**src/rtl/ps2_host_tx.sv**
```systemverilog
// rtl/ps2_host_tx.sv - PS/2 host-to-device command byte transmitter
module ps2_host_tx #(
    parameter int INHIBIT_CYC = 10000,
    parameter int RTS_CYC     = 2000,
    parameter int TIMEOUT_CYC = 1500000,
    parameter int FILTER_CYC  = 4
) (
    input  logic       clk,
    input  logic       rst,
    input  logic [7:0] tx_data,
    input  logic       tx_start,
    output logic       tx_busy,
    output logic       tx_done,
    output logic       tx_err,
    input  logic       ps2_clk_in,
    input  logic       ps2_data_in,
    output logic       ps2_clk_oe,
    output logic       ps2_data_oe
);

    localparam int MAX_A = (INHIBIT_CYC > RTS_CYC) ? INHIBIT_CYC : RTS_CYC;
    localparam int MAX_C = (MAX_A > TIMEOUT_CYC) ? MAX_A : TIMEOUT_CYC;
    localparam int CW    = $clog2(MAX_C + 1);
    localparam int FW    = $clog2(FILTER_CYC + 1);

    localparam logic [CW-1:0] INH_LAST = CW'(INHIBIT_CYC - 1);
    localparam logic [CW-1:0] RTS_LAST = CW'(RTS_CYC - 1);
    localparam logic [CW-1:0] TO_LAST  = CW'(TIMEOUT_CYC - 1);
    localparam logic [FW-1:0] FLT_LAST = FW'(FILTER_CYC - 1);

    typedef enum logic [2:0] {
        IDLE,
        INHIBIT,
        RTS,
        SEND,
        WAIT_ACK,
        WAIT_REL,
        DONE,
        ERR
    } state_t;

    state_t        state, state_n;
    logic [CW-1:0] cnt, cnt_n;
    logic [3:0]    idx, idx_n;
    logic [7:0]    byte_r, byte_n;
    logic          par, par_n;
    logic          doe, doe_n;

    logic [1:0]    clk_sync, data_sync;
    logic          clk_f, clk_f_d;
    logic [FW-1:0] fcnt;
    logic          data_s, fe;

    // Idle bus is high, so the synchronizers and filter reset high to avoid a spurious edge.
    always_ff @(posedge clk or negedge rst) begin
        if (!rst) begin
            clk_sync  <= 2'b11;
            data_sync <= 2'b11;
            clk_f     <= 1'b1;
            clk_f_d   <= 1'b1;
            fcnt      <= '0;
        end else begin
            clk_sync  <= {clk_sync[0], ps2_clk_in};
            data_sync <= {data_sync[0], ps2_data_in};
            clk_f_d   <= clk_f;
            if (clk_sync[1] == clk_f) begin
                fcnt <= '0;
            end else if (fcnt == FLT_LAST) begin
                clk_f <= clk_sync[1];
                fcnt  <= '0;
            end else begin
                fcnt <= fcnt + 1'b1;
            end
        end
    end

    assign data_s = data_sync[1];
    assign fe     = clk_f_d & ~clk_f;

    always_ff @(posedge clk or negedge rst) begin
        if (!rst) begin
            state  <= IDLE;
            cnt    <= '0;
            idx    <= '0;
            byte_r <= '0;
            par    <= 1'b0;
            doe    <= 1'b0;
        end else begin
            state  <= state_n;
            cnt    <= cnt_n;
            idx    <= idx_n;
            byte_r <= byte_n;
            par    <= par_n;
            doe    <= doe_n;
        end
    end

    always_comb begin
        state_n = state;
        cnt_n   = cnt;
        idx_n   = idx;
        byte_n  = byte_r;
        par_n   = par;
        doe_n   = doe;
        case (state)
            IDLE: begin
                doe_n = 1'b0;
                cnt_n = '0;
                if (tx_start) begin
                    byte_n  = tx_data;
                    par_n   = ~^tx_data;
                    state_n = INHIBIT;
                end
            end
            INHIBIT: begin
                if (cnt == INH_LAST) begin
                    cnt_n   = '0;
                    doe_n   = 1'b1;
                    state_n = RTS;
                end else begin
                    cnt_n = cnt + 1'b1;
                end
            end
            RTS: begin
                doe_n = 1'b1;
                if (cnt == RTS_LAST) begin
                    cnt_n   = '0;
                    idx_n   = '0;
                    state_n = SEND;
                end else begin
                    cnt_n = cnt + 1'b1;
                end
            end
            SEND: begin
                // Start bit is already on the bus; each falling edge presents the next bit.
                if (fe) begin
                    cnt_n = '0;
                    idx_n = idx + 4'd1;
                    if (idx < 4'd8) begin
                        doe_n = ~byte_r[idx[2:0]];
                    end else if (idx == 4'd8) begin
                        doe_n = ~par;
                    end else begin
                        doe_n   = 1'b0;
                        state_n = WAIT_ACK;
                    end
                end else if (cnt == TO_LAST) begin
                    state_n = ERR;
                end else begin
                    cnt_n = cnt + 1'b1;
                end
            end
            WAIT_ACK: begin
                doe_n = 1'b0;
                if (fe) begin
                    cnt_n   = '0;
                    state_n = data_s ? ERR : WAIT_REL;
                end else if (cnt == TO_LAST) begin
                    state_n = ERR;
                end else begin
                    cnt_n = cnt + 1'b1;
                end
            end
            WAIT_REL: begin
                if (clk_f && data_s) begin
                    state_n = DONE;
                end else if (fe) begin
                    cnt_n = '0;
                end else if (cnt == TO_LAST) begin
                    state_n = ERR;
                end else begin
                    cnt_n = cnt + 1'b1;
                end
            end
            DONE, ERR: begin
                doe_n   = 1'b0;
                cnt_n   = '0;
                state_n = IDLE;
            end
            default: state_n = IDLE;
        endcase
    end

    assign ps2_clk_oe  = (state == INHIBIT) || (state == RTS);
    assign ps2_data_oe = doe && ((state == RTS) || (state == SEND));
    assign tx_busy     = (state == INHIBIT) || (state == RTS) || (state == SEND) ||
                         (state == WAIT_ACK) || (state == WAIT_REL);
    assign tx_done     = (state == DONE);
    assign tx_err      = (state == ERR);

endmodule
```
**config.mk**
```make
export PLATFORM = sky130hd
export DESIGN_NAME = ps2_host_tx
export DESIGN_NICKNAME = d
export VERILOG_FILES = /design/src/rtl/ps2_host_tx.sv
export SDC_FILE = /design/constraint.sdc
export NUM_CORES = 1
export LEC_CHECK = 0
export ABC_CLOCK_PERIOD_IN_PS = 2210
export CAP_MARGIN = 20
export CORE_UTILIZATION = 45
export CTS_CLUSTER_SIZE = 25
export DETAILED_ROUTE_END_ITERATION = 10
export PLACE_DENSITY = 0.69
export REMOVE_ABC_BUFFERS = 1
export SKIP_LAST_GASP = 1
export SYNTH_ARGS = -nofsm -noshare
export SYNTH_HDL_FRONTEND = slang
export SYNTH_SLANG_ARGS = --single-unit
```
**constraint.sdc**
```tcl
create_clock -name clk -period 2.21 [get_ports clk]
set_clock_uncertainty 0.15 [all_clocks]
set_input_delay 0.442 -clock clk [delete_from_list [all_inputs] [get_ports clk]]
set_output_delay 0.442 -clock clk [all_outputs]
set_load 0.005 [all_outputs]
```
Yosys cells after proc, flatten, opt, wreduce, memory -nomap -nowiden:

Cells that the tools add are included.

* memories: 0
* bits in latches: 0
* bits in read-only memories: 0
* output and inout port bits: 5
* bits in writable memories: 0
* flip-flop bits (word level): 47
* word-level logic and storage cells: 92

* shift operators: 0
* eq/ne operators: 21
* add/sub/neg operators: 3
* bitwise logic cells: 5
* muxes and demuxes: 30
* divide/modulo/power cells: 0
* magnitude comparators: 2
* multiply operators: 0
* reductions and logical operators: 20

Operators by type and width (count)
* 21-bit 2-to-1 mux: 5
* 21-bit case mux with 5 select lines: 1
* 3-bit 2-to-1 mux: 12
* 21-bit by 1-bit adder with 21-bit output, second input constant: 1
* 21-bit by 11-bit == test with 1-bit output, second input constant: 1
* 21-bit by 14-bit == test with 1-bit output, second input constant: 1
* 21-bit == test, second input constant: 1
* 3-bit case mux with 7 select lines: 1
* 3-bit == test, second input constant: 4
* 2-bit != test, second input constant: 5
* 3-bit by 2-bit == test with 1-bit output, second input constant: 3
* 3-bit != test, second input constant: 3
* 4-bit 2-to-1 mux: 2
* 4-bit case mux with 2 select lines: 1
* 8-bit XNOR reduction: 1
* 3-bit AND reduction: 2
* 6-bit AND reduction: 1
* 1-bit logical OR: 5
* 1-bit 2-to-1 mux: 5
* 4-bit by 1-bit adder with 4-bit output, second input constant: 1
* 4-bit == test, second input constant: 1
* 3-bit by 4-bit < comparator with 1-bit output, second input constant: 1
* 4-bit < comparator, second input constant: 1
* 1-bit inverter: 4
* 15 further kinds: 18

Logic depth before layout (Yosys ltp):

Gate-level depths: netlist of the first run.

* depth after elaboration: 6
* gate-level depth with buffers: 7

Least setup slack after synthesis of the first run:

OpenSTA, ideal clock, no wires.

* path type: flip-flop to flip-flop
* from: register cnt[7]
* to: register cnt[2]
* setup time: 0.135 ns
* required time: 1.925 ns
* path buffers: 1
* cell stages (with the launch flop): 7
* arrival time: 1.945 ns
* setup slack: -0.021 ns
* clock period less this slack: 2.231 ns
* path through: dfrtp_1 > nand2b_4 > or4_4 > or4_4 > buf_6 > a31oi_1 > nor3_2

* cells in the longest elaborated chain, start to end: 5
* elaborated cells on any way between the ends: 9
* those cells by class: 3 x eq/ne; 6 x mux

Ends and longest elaborated chain
* from (decl): line 43 `logic [CW-1:0] cnt, cnt_n;`
* from (signal assigned): line 90 `cnt <= cnt_n;`
* 21-bit == test: line 147, 158, 169
* 21-bit 2-to-1 mux (3 in series)
* 21-bit case mux with 5 select lines (*): line 105 `case (state)`

Every way passes the cells marked *; elsewhere a longest branch is shown, timed or not. The select of a mux whose other input is x is not followed.
A chain may end at the register's enable or synchronous reset.

Final worst setup path of the first run:

* from: register state[2]
* to: register idx[3]

* cells in the longest elaborated chain, start to end: 3
* elaborated cells on any way between the ends: 7
* those cells by class: 4 x eq/ne; 1 x mux; 2 x reduce/logical

Ends and longest elaborated chain
* from (decl): line 42 `state_t state, state_n;`
* from (signal assigned): line 89 `state <= state_n;`
* 3-bit by 2-bit == test with 1-bit output: line 105
* 2-bit != test (no line) / 2-bit nonzero test (equally long branches)
* 3-bit AND reduction (no line)
* to (signal assigned): line 91 `idx <= idx_n;`
* to (decl): line 44 `logic [3:0] idx, idx_n;`

Several ways; a longest one is shown, not always the timed one.

==> results of run 1 <==
[through the flow]
stage               setup slack [ns]  area [um^2]  hold WS, ns  utilization [%]  total power [mW]
floorplan                    -0.2976         2653    -0.003591                -             2.174
global placement           -0.001257         3161       0.1964            56.02             2.676
detailed placement           0.02350         3161       0.1979            56.02             2.718
CTS                         -0.07025         3304       0.2119            58.57             3.388
global route                 -0.1050         3374       0.2163            59.81             3.766
finish                      -0.02963         3374       0.2104            59.81             3.491
[power breakdown]
| part | switching, mW | total (mW) | internal [mW] |
|---|---|---|---|
| logic | 0.785 | 1.58 | 0.798 |
| clock network | 0.301 | 0.638 | 0.337 |
| registers | 0.163 | 1.27 | 1.11 |
| total | 1.25 | 3.49 | 2.24 |
[area by class of cell]
type,count,area [um^2],area share (%)
Timing Repair Buffer,53,491.7,14.57
Clock buffer,5,68.82,2.039
Multi-Input combinational cell,208,1450,42.97
Tap cell,72,90.09,2.670
Clock inverter,3,43.79,1.298
Sequential cell,47,1185,35.11
Inverter,12,45.04,1.335
[final timing paths]
kind / start / to / depth (start not counted) / slack [ns]
max: state[2]$_DFFE_PN0P_ / idx[3]$_DFFE_PN0P_ / 5 / -0.03
min: clk_sync[0]$_DFF_PN1_ / clk_sync[1]$_DFF_PN1_ / 0 / 0.21
max reg2reg: state[2]$_DFFE_PN0P_ / idx[3]$_DFFE_PN0P_ / 5 / -0.03
min reg2reg: clk_sync[0]$_DFF_PN1_ / clk_sync[1]$_DFF_PN1_ / 0 / 0.21
max in group asynchronous: rst / data_sync[1]$_DFF_PN1_ / 3 / 0.82
min in group asynchronous: rst / par$_DFFE_PN0P_ / 2 / 0.50
[state kept, by name, indices dropped and copies added, names as in the netlist]
register,count
cnt,21
idx,4
state,3
clk_sync,2
doe,1
clk_f,1
par,1
data_sync,2
clk_f_d,1
fcnt,3
byte_r,8
[per-layer routing]
| layer | vias up | wire length [um] |
|---|---|---|
| met5 | - | 0 |
| met4 | 0 | 101 |
| met3 | 9 | 250 |
| met2 | 67 | 2718 |
| met1 | 1075 | 2979 |
| li1 | 1122 | - |
[kinds of logic after synthesis]
family / count (synthesis) / synth area share (%)
AND/OR/NAND/NOR: 119 / 24.72
AO/OA/AOI/OAI: 48 / 11.95
flip-flops: 47 / 43.63
buffers and inverters: 25 / 3.875
XOR/XNOR: 23 / 7.426
multiplexers: 14 / 6.550
adder cells (fa/ha/maj): 4 / 1.845
[worst reg2reg max path, cell delays in order, from the launching register on]
cell     delay [ns]
dfrtp_2        0.44
or3b_1         0.42
or3_1          0.38
o31a_1         0.28
or3_1          0.36
a21oi_1        0.14
[timing repair]
action,4_1_cts,5_1_grt
gates cloned,0,1
hold buffers,1,0
gates resized for setup,8,10
pin swaps,1,0
buffers inserted,1,1
endpoints found under the setup margin,7,27
endpoints found under the hold margin,17,0
[layout by cell type, fill, tap and decap left out, types with 8 or more instances in the layout]
cell / n
dfrtp_1: 40
buf_4: 30
nor2_1: 28
xnor2_1: 23
nor3_1: 16
clkdlybuf4s50_1: 13
nand2_1: 12
o21ai_0: 12
inv_1: 11
nand3_1: 11
mux2_2: 10
a31oi_1: 8
==> results.json, run 1 <==
{
  "async_flop_share_pct": 100.0,
  "worstPathArrival_ns": 2.32,
  "final_nets": 344,
  "cts_root_buffer": "clkbuf_8",
  "ios": 18,
  "slowest_stage": "dfrtp_2",
  "status": "finished, violations left",
  "fp.dieArea_um2": 6343,
  "synth-edff-count": 0,
  "slowest_delay_ns": 0.44,
  "start_util_pct": 48.08,
  "critical_path_buf_inv_count": 0,
  "ys_ff_latch": 47,
  "use_met3_pct": 2.857,
  "worst_slew_pin_slew_ns": 0.5340,
  "netlist_instances": 280,
  "rows": 27,
  "max_clock_freq_mhz": 446.5,
  "met1_usage_pct": 31.15,
  "area_growth_pct": 24.40,
  "clock_latency_ns": 0.30,
  "fin_ws_ns": -0.02963,
  "grt_first_pass_wirelength_um": 10110,
  "yosysMostFrequentCell": "dfrtp_1",
  "clk_pin_slew_ns": 0.10,
  "rsz0062_at_grt": "yes",
  "ys.flop_type": "dfrtp_1",
  "yosys-top-cells-count": "dfrtp_1, nor2_1, xnor2_1",
  "overflow": 0,
  "cts_buffers": 5,
  "p_per_area_nw_per_um2": 1035,
  "cts_tree": "done",
  "yosys_warnings": 0,
  "placed_cells": 388,
  "finalHoldViolations": 0,
  "first_global_vias": 2101,
  "num_antenna_cells": 0,
  "max_cap_violations": 0,
  "synthTopCellsByArea": "dfrtp_1, xnor2_1, dfstp_2, mux2_2, nor2_1",
  "vias": 2273,
  "crit_family": "simple AND/OR/NAND/NOR gates",
  "worstPathRequired_ns": 2.29,
  "path_cells": "or3b_1 -> or3_1 -> o31a_1 -> or3_1 -> a21oi_1",
  "grt_use_met2_pct": 30.43,
  "chipWidth_um": 79.64,
  "worstSetupPathType": "reg -> reg",
  "slew_headroom_pct": 64.40,
  "timing.final.crit_share_pct": 101.3,
  "busiest_layer": "met1",
  "yosysTopAreaCellShare_pct": 37.82,
  "clock_path_buffers": 2,
  "synth_seq_area_share_pct": 43.63,
  "htreeDepth": 2,
  "wire_per_inst_um": 15.12,
  "leakagePower_nw": 1.408,
  "drt-initial-drc-count": 234,
  "tns_ns": -0.02963,
  "grt_antenna_before_repair": 0,
  "core_region_area_um2": 5642,
  "vias_per_cell": 5.683,
  "fill_cells": 488,
  "grt_use_total_pct": 20.63,
  "cpMostUsedCell": "or3_1",
  "chipHeight_um": 79.64,
  "ir_drop_mv": 0.4908,
  "synth_area_per_cell_um2": 9.688,
  "instances_no_fill": 400,
  "start_kind": "flop",
  "final_max_slew_viol_count": 0,
  "syn_area_um2": 2713,
  "cp-end-kind": "flop",
  "fin_crit_ns": 2.240,
  "hp-class": "reg -> reg",
  "drive_gt1_share_pct": 23.78,
  "cp_max_fo": 4,
  "totalWireLength_um": 6049,
  "grt_max_degree": 27,
  "portBuffers": 17,
  "violations": "negative setup slack",
  "drc": 0,
  "clock_sinks": 47,
  "gp_congestion": 0.9484,
  "synth_top_cell_by_area": "dfrtp_1",
  "synth_cell_types": 57,
  "ant_nets": 0,
  "finalSetupViolCount": 1,
  "dr.pass1.iters": 4,
  "place_hpwl_um": 4351
}
No activity file was read; power rests on OpenSTA's default activity.
==> inputs of run 2 (changes only) <==
- ABC_CLOCK_PERIOD_IN_PS: 2210 -> 2700
- CORE_MARGIN: unset -> 2
- GPL_TIMING_DRIVEN: unset -> 0
- PLACE_DENSITY: 0.69 -> 0.66
- clock period: 2.21 -> 2.7 ns (I/O delays scaled with it)
==> results.json, run 2 (synthesis results as in run 1) <==
{
  "post-cts-setup-buffers": 0,
  "htreeDepth": 2,
  "wire_per_inst_um": 14.76,
  "critical_path_buf_inv_count": 1,
  "slowest_delay_ns": 0.55,
  "start_kind": "flop",
  "cts_root_buffer": "clkbuf_8",
  "area_growth_pct": 12.82,
  "path_cells": "nor2b_2 -> and2_1 -> clkdlybuf4s50_1",
  "finalSetupViolCount": 0,
  "vias_per_cell": 5.778,
  "clk_pin_slew_ns": 0.09,
  "p_per_area_nw_per_um2": 849.6,
  "start_util_pct": 46.09,
  "leakagePower_nw": 1.201,
  "worst-r2r-setup-slack_ns": 0.23,
  "slowest_stage": "dfrtp_2",
  "ir_drop_mv": 0.4273,
  "holdWs_ns": 0.03425,
  "instances_no_fill": 369,
  "cp_max_fo": 18,
  "timing.final.crit_share_pct": 95.82,
  "overflow": 0,
  "totalWireLength_um": 5448,
  "final_max_slew_viol_count": 0,
  "drc": 0,
  "max_cap_violations": 0,
  "cts_tree": "done",
  "chipHeight_um": 81.64,
  "cts_buffers": 5,
  "clock_latency_ns": 0.29,
  "clock_sinks": 47,
  "fin_area_um2": 3060,
  "portBuffers": 17,
  "worstPathArrival_ns": 1.90,
  "largest_register_ffs": 21,
  "clock_path_buffers": 2,
  "largest_register": "cnt",
  "pre_cts_ws_ns": -0.1439,
  "fp.dieArea_um2": 6665,
  "ff2ff_path_depth": 5,
  "final_common_cell": "dfrtp_1",
  "cp-end-kind": "output pin",
  "ios": 18,
  "dr.pass1.iters": 4,
  "r2r-start": "clk_f_d$_DFF_PN1_",
  "vias": 2132,
  "hp-class": "in -> async",
  "place_hpwl_um": 3921,
  "final_util_pct": 52.00,
  "fill_cells": 536,
  "worstPathRequired_ns": 2.01,
  "first_global_vias": 2028,
  "gp_congestion": 0.8796,
  "finalHoldViolations": 0,
  "fin_ws_ns": 0.1129,
  "layout_common_cells": "dfrtp_1, nor2_1, xnor2_1",
  "num_antenna_cells": 0,
  "core_region_area_um2": 5886,
  "chipWidth_um": 81.64,
  "reg.largest.list": "cnt x21, byte_r x8, idx x4",
  "rsz0062_at_grt": "no",
  "final_nets": 310,
  "rows": 28,
  "worst_slew_pin_slew_ns": 0.8048,
  "placed_cells": 361,
  "crit_family": "simple AND/OR/NAND/NOR gates",
  "grt_antenna_before_repair": 0,
  "grt_first_pass_wirelength_um": 9646,
  "drive_gt1_share_pct": 14.29,
  "slew_headroom_pct": 46.10,
  "register_area_um2": 1187,
  "status": "completed",
  "placed_cell_area_um2": 2943,
  "reg2reg_to": "cnt[4]$_DFFE_PN0P_",
  "grt_max_degree": 30,
  "multi_input_area_um2": 1431,
  "fin_crit_ns": 2.587,
  "grt_use_total_pct": 18.31,
  "worstSetupPathType": "reg -> out",
  "ant_nets": 0,
  "max_clock_freq_mhz": 386.5,
  "drt-initial-drc-count": 175
}
-- run 2: cell count changes in the layout (fill, tap and decap cells not counted), sizes merged --
cell and delta:
buf -32, clkdlybuf4s50 +3, clkinv -2, dlygate4sd2 -2, clkbuf +1, dlygate4sd3 -1
dlymetal6s2s -1
-- run 2: area by class of cell --
cell class	instances	share of cell area, %
Multi-Input combinational cell	208	46.77
Clock buffer	7	2.494
Clock inverter	1	0.9812
Inverter	12	1.472
Sequential cell	47	38.80
Tap cell	75	3.066
Timing Repair Buffer	19	6.419
-- run 2: worst max-delay path by stage --
stage | start | endpoint | cells past startpoint
floorplan | clk_f_d$_DFF_PN1_ | cnt[5]$_DFFE_PN0P_ | 5
global placement | clk_f_d$_DFF_PN1_ | cnt[5]$_DFFE_PN0P_ | 5
detailed placement | clk_f_d$_DFF_PN1_ | cnt[4]$_DFFE_PN0P_ | 6
CTS | state[1]$_DFFE_PN0P_ | ps2_data_oe | 3
global route | state[1]$_DFFE_PN0P_ | ps2_data_oe | 3
finish | state[1]$_DFFE_PN0P_ | ps2_data_oe | 3
-- run 2: what timing repair did --
action	4_1_cts	5_1_grt
pin swaps	0	0
hold buffers	0	0
setup endpoints to repair	12	4
gates resized for setup	2	4
-- run 2: stage by stage --
| step | TNS (ns) | power [mW] |
|---|---|---|
| 3_5_place_dp | -1.089 | 2.099 |
| 4_1_cts | -0.07158 | 2.617 |
| 2_1_floorplan | 0 | 1.779 |
| 6_report | 0 | 2.600 |
| 3_3_place_gp | -27.99 | 2.057 |
| 5_1_grt | 0 | 2.809 |
-- run 2: report_power, final --
group          switching (mW)  internal [mW]
logic                   0.464          0.488
registers               0.239          0.908
clock network           0.223          0.277
total                   0.927           1.67
-- run 2: layer usage --
| metal | track usage (%) | wire [um] | vias to the layer above |
|---|---|---|---|
| met5 | 0 | 0 | - |
| met4 | 5.167 | 57 | 0 |
| met3 | 2.747 | 223 | 4 |
| met2 | 28.20 | 2475 | 43 |
| met1 | 26.84 | 2691 | 1039 |
| li1 | - | - | 1046 |
==> inputs of run 3 (changes only) <==
- CORE_ASPECT_RATIO: unset -> 1.25
- CORE_UTILIZATION: 45 -> 44
- PLACE_DENSITY: 0.66 -> 0.65
==> results.json, run 3 (synthesis results as in run 1) <==
{
  "largest_register": "cnt",
  "hp-class": "in -> async",
  "drt-initial-drc-count": 123,
  "start_util_pct": 44.57,
  "grt_antenna_before_repair": 0,
  "pwr-share-seq_pct": 44.9,
  "grt_first_pass_wirelength_um": 9777,
  "leakagePower_nw": 1.200,
  "finalSetupViolCount": 0,
  "worstPathArrival_ns": 1.77,
  "worstPathRequired_ns": 2.01,
  "netSwitchingPower_mw": 0.9383,
  "fin_crit_ns": 2.457,
  "max_cap_violations": 0,
  "totalWireLength_um": 5512,
  "holdWs_ns": 0.06183,
  "final_nets": 310,
  "grt_use_total_pct": 18.07,
  "overflow": 0,
  "core_region_area_um2": 6086,
  "cts_root_buffer": "clkbuf_8",
  "placed_cells": 371,
  "ir_drop_mv": 0.3829,
  "place_hpwl_um": 4143,
  "max_clock_freq_mhz": 407.0,
  "ant_nets": 0,
  "path_cells": "nor2b_4 -> and2_1 -> clkdlybuf4s50_1",
  "chipHeight_um": 91.79,
  "num_antenna_cells": 0,
  "slowest_delay_ns": 0.54,
  "layout_common_cells": "dfrtp_1, nor2_1, xnor2_1",
  "dr.pass1.iters": 4,
  "status": "completed",
  "fill_cells": 599,
  "slowest_stage": "dfrtp_2",
  "finalHoldViolations": 0,
  "cp_num_cells": 3,
  "clock_path_buffers": 2,
  "portBuffers": 17,
  "wire_per_inst_um": 14.54,
  "switching_share_pct": 36.85,
  "rsz0062_at_grt": "no",
  "worst_slew_pin_slew_ns": 0.7266,
  "tns_ns": 0,
  "critical_path_buf_inv_count": 1,
  "clkPwrFrac_pct": 16.9,
  "htreeDepth": 2,
  "crit_family": "flip-flops",
  "rows": 32,
  "chipWidth_um": 74.23,
  "post-cts-setup-buffers": 0,
  "combPwrFrac_pct": 38.2,
  "final_common_cell": "dfrtp_1",
  "ff2ff_path_depth": 5,
  "gp_congestion": 0.8061,
  "worstSetupPathType": "reg -> out",
  "grt_max_degree": 27,
  "reg.largest.list": "cnt x21, byte_r x8, idx x4",
  "first_global_vias": 2117,
  "vias_per_cell": 5.628,
  "instances_no_fill": 379,
  "clk_pin_slew_ns": 0.08,
  "p_per_area_nw_per_um2": 831.4,
  "p_int_mw": 1.608,
  "drc": 0,
  "area_growth_pct": 12.92,
  "drive_gt1_share_pct": 14.63,
  "clock_sinks": 47,
  "largest_register_ffs": 21,
  "timing.final.crit_share_pct": 91.00,
  "start_kind": "flop",
  "cts_hold_buf": 0,
  "slew_headroom_pct": 51.35,
  "cts_buffers": 5,
  "ios": 18,
  "final_max_slew_viol_count": 0,
  "cts_tree": "done",
  "clock_latency_ns": 0.29,
  "fp.dieArea_um2": 6813,
  "cp_max_fo": 18,
  "vias": 2133,
  "cp-end-kind": "output pin"
}
-- run 3: changes by cell type in the layout (fill, tap and decap cells not counted) --
cell	change
bufinv_16	-1
clkbuf_1	-1
clkbuf_8	+1
clkinv_2	+1
nor2b_2	-1
nor2b_4	+1
-- run 3: power by group through the flow --
stage | Clock, mW | Combinational (mW) | Sequential, mW
floorplan | 0 | 0.698 | 1.08
global placement | 0 | 0.916 | 1.14
detailed placement | 0 | 0.965 | 1.15
CTS | 0.448 | 0.978 | 1.14
global route | 0.477 | 1.09 | 1.19
finish | 0.430 | 0.973 | 1.14
-- run 3: worst paths after layout --
kind / start / to / slack (ns)
worst max-delay path: state[1]$_DFFE_PN0P_ / ps2_data_oe / 0.24
worst min-delay path: rst / cnt[1]$_DFFE_PN0P_ / 0.06
worst max register to register: state[2]$_DFFE_PN0P_ / idx[3]$_DFFE_PN0P_ / 0.26
worst min register to register: data_sync[0]$_DFF_PN1_ / data_sync[1]$_DFF_PN1_ / 0.21
max in group asynchronous: rst / state[0]$_DFFE_PN0P_ / 1.82
min in group clk: data_sync[0]$_DFF_PN1_ / data_sync[1]$_DFF_PN1_ / 0.21
-- run 3: layout make-up --
cell class	instances	area [um^2]	share of cell area (%)
multi-input combinational	208	1436	46.90
timing repair buffer	19	196.4	6.413
clock buffer	7	86.33	2.819
clock inverter	1	5.005	0.1634
sequential	47	1187	38.77
inverter	12	45.04	1.471
tap	85	106.4	3.472
-- run 3: repair_timing --
item                       CTS  global route
cloned                       0             0
resized for setup            4             3
pin swaps                    0             0
setup endpoints to repair   21             3
-- run 3: through the flow --
stage,worst slack (ns),total power [mW],utilization (%),instance area (um^2)
final,0.2429,2.547,50.33,3063
after global routing,0.07049,2.755,50.33,3063
after CTS,0.07529,2.566,50.21,3055
after detailed placement,-0.2676,2.117,48.56,2955
after global placement,-0.5332,2.060,48.13,2929
after floorplan,0.1924,1.779,-,2653
-- run 3: per-layer routing --
metal  routed length (um)  global-route usage, %
met1                 2399                  23.20
met2                 2871                  31.03
met3                  157                  2.967
met4                   85                  4.911
met5                    0                      0
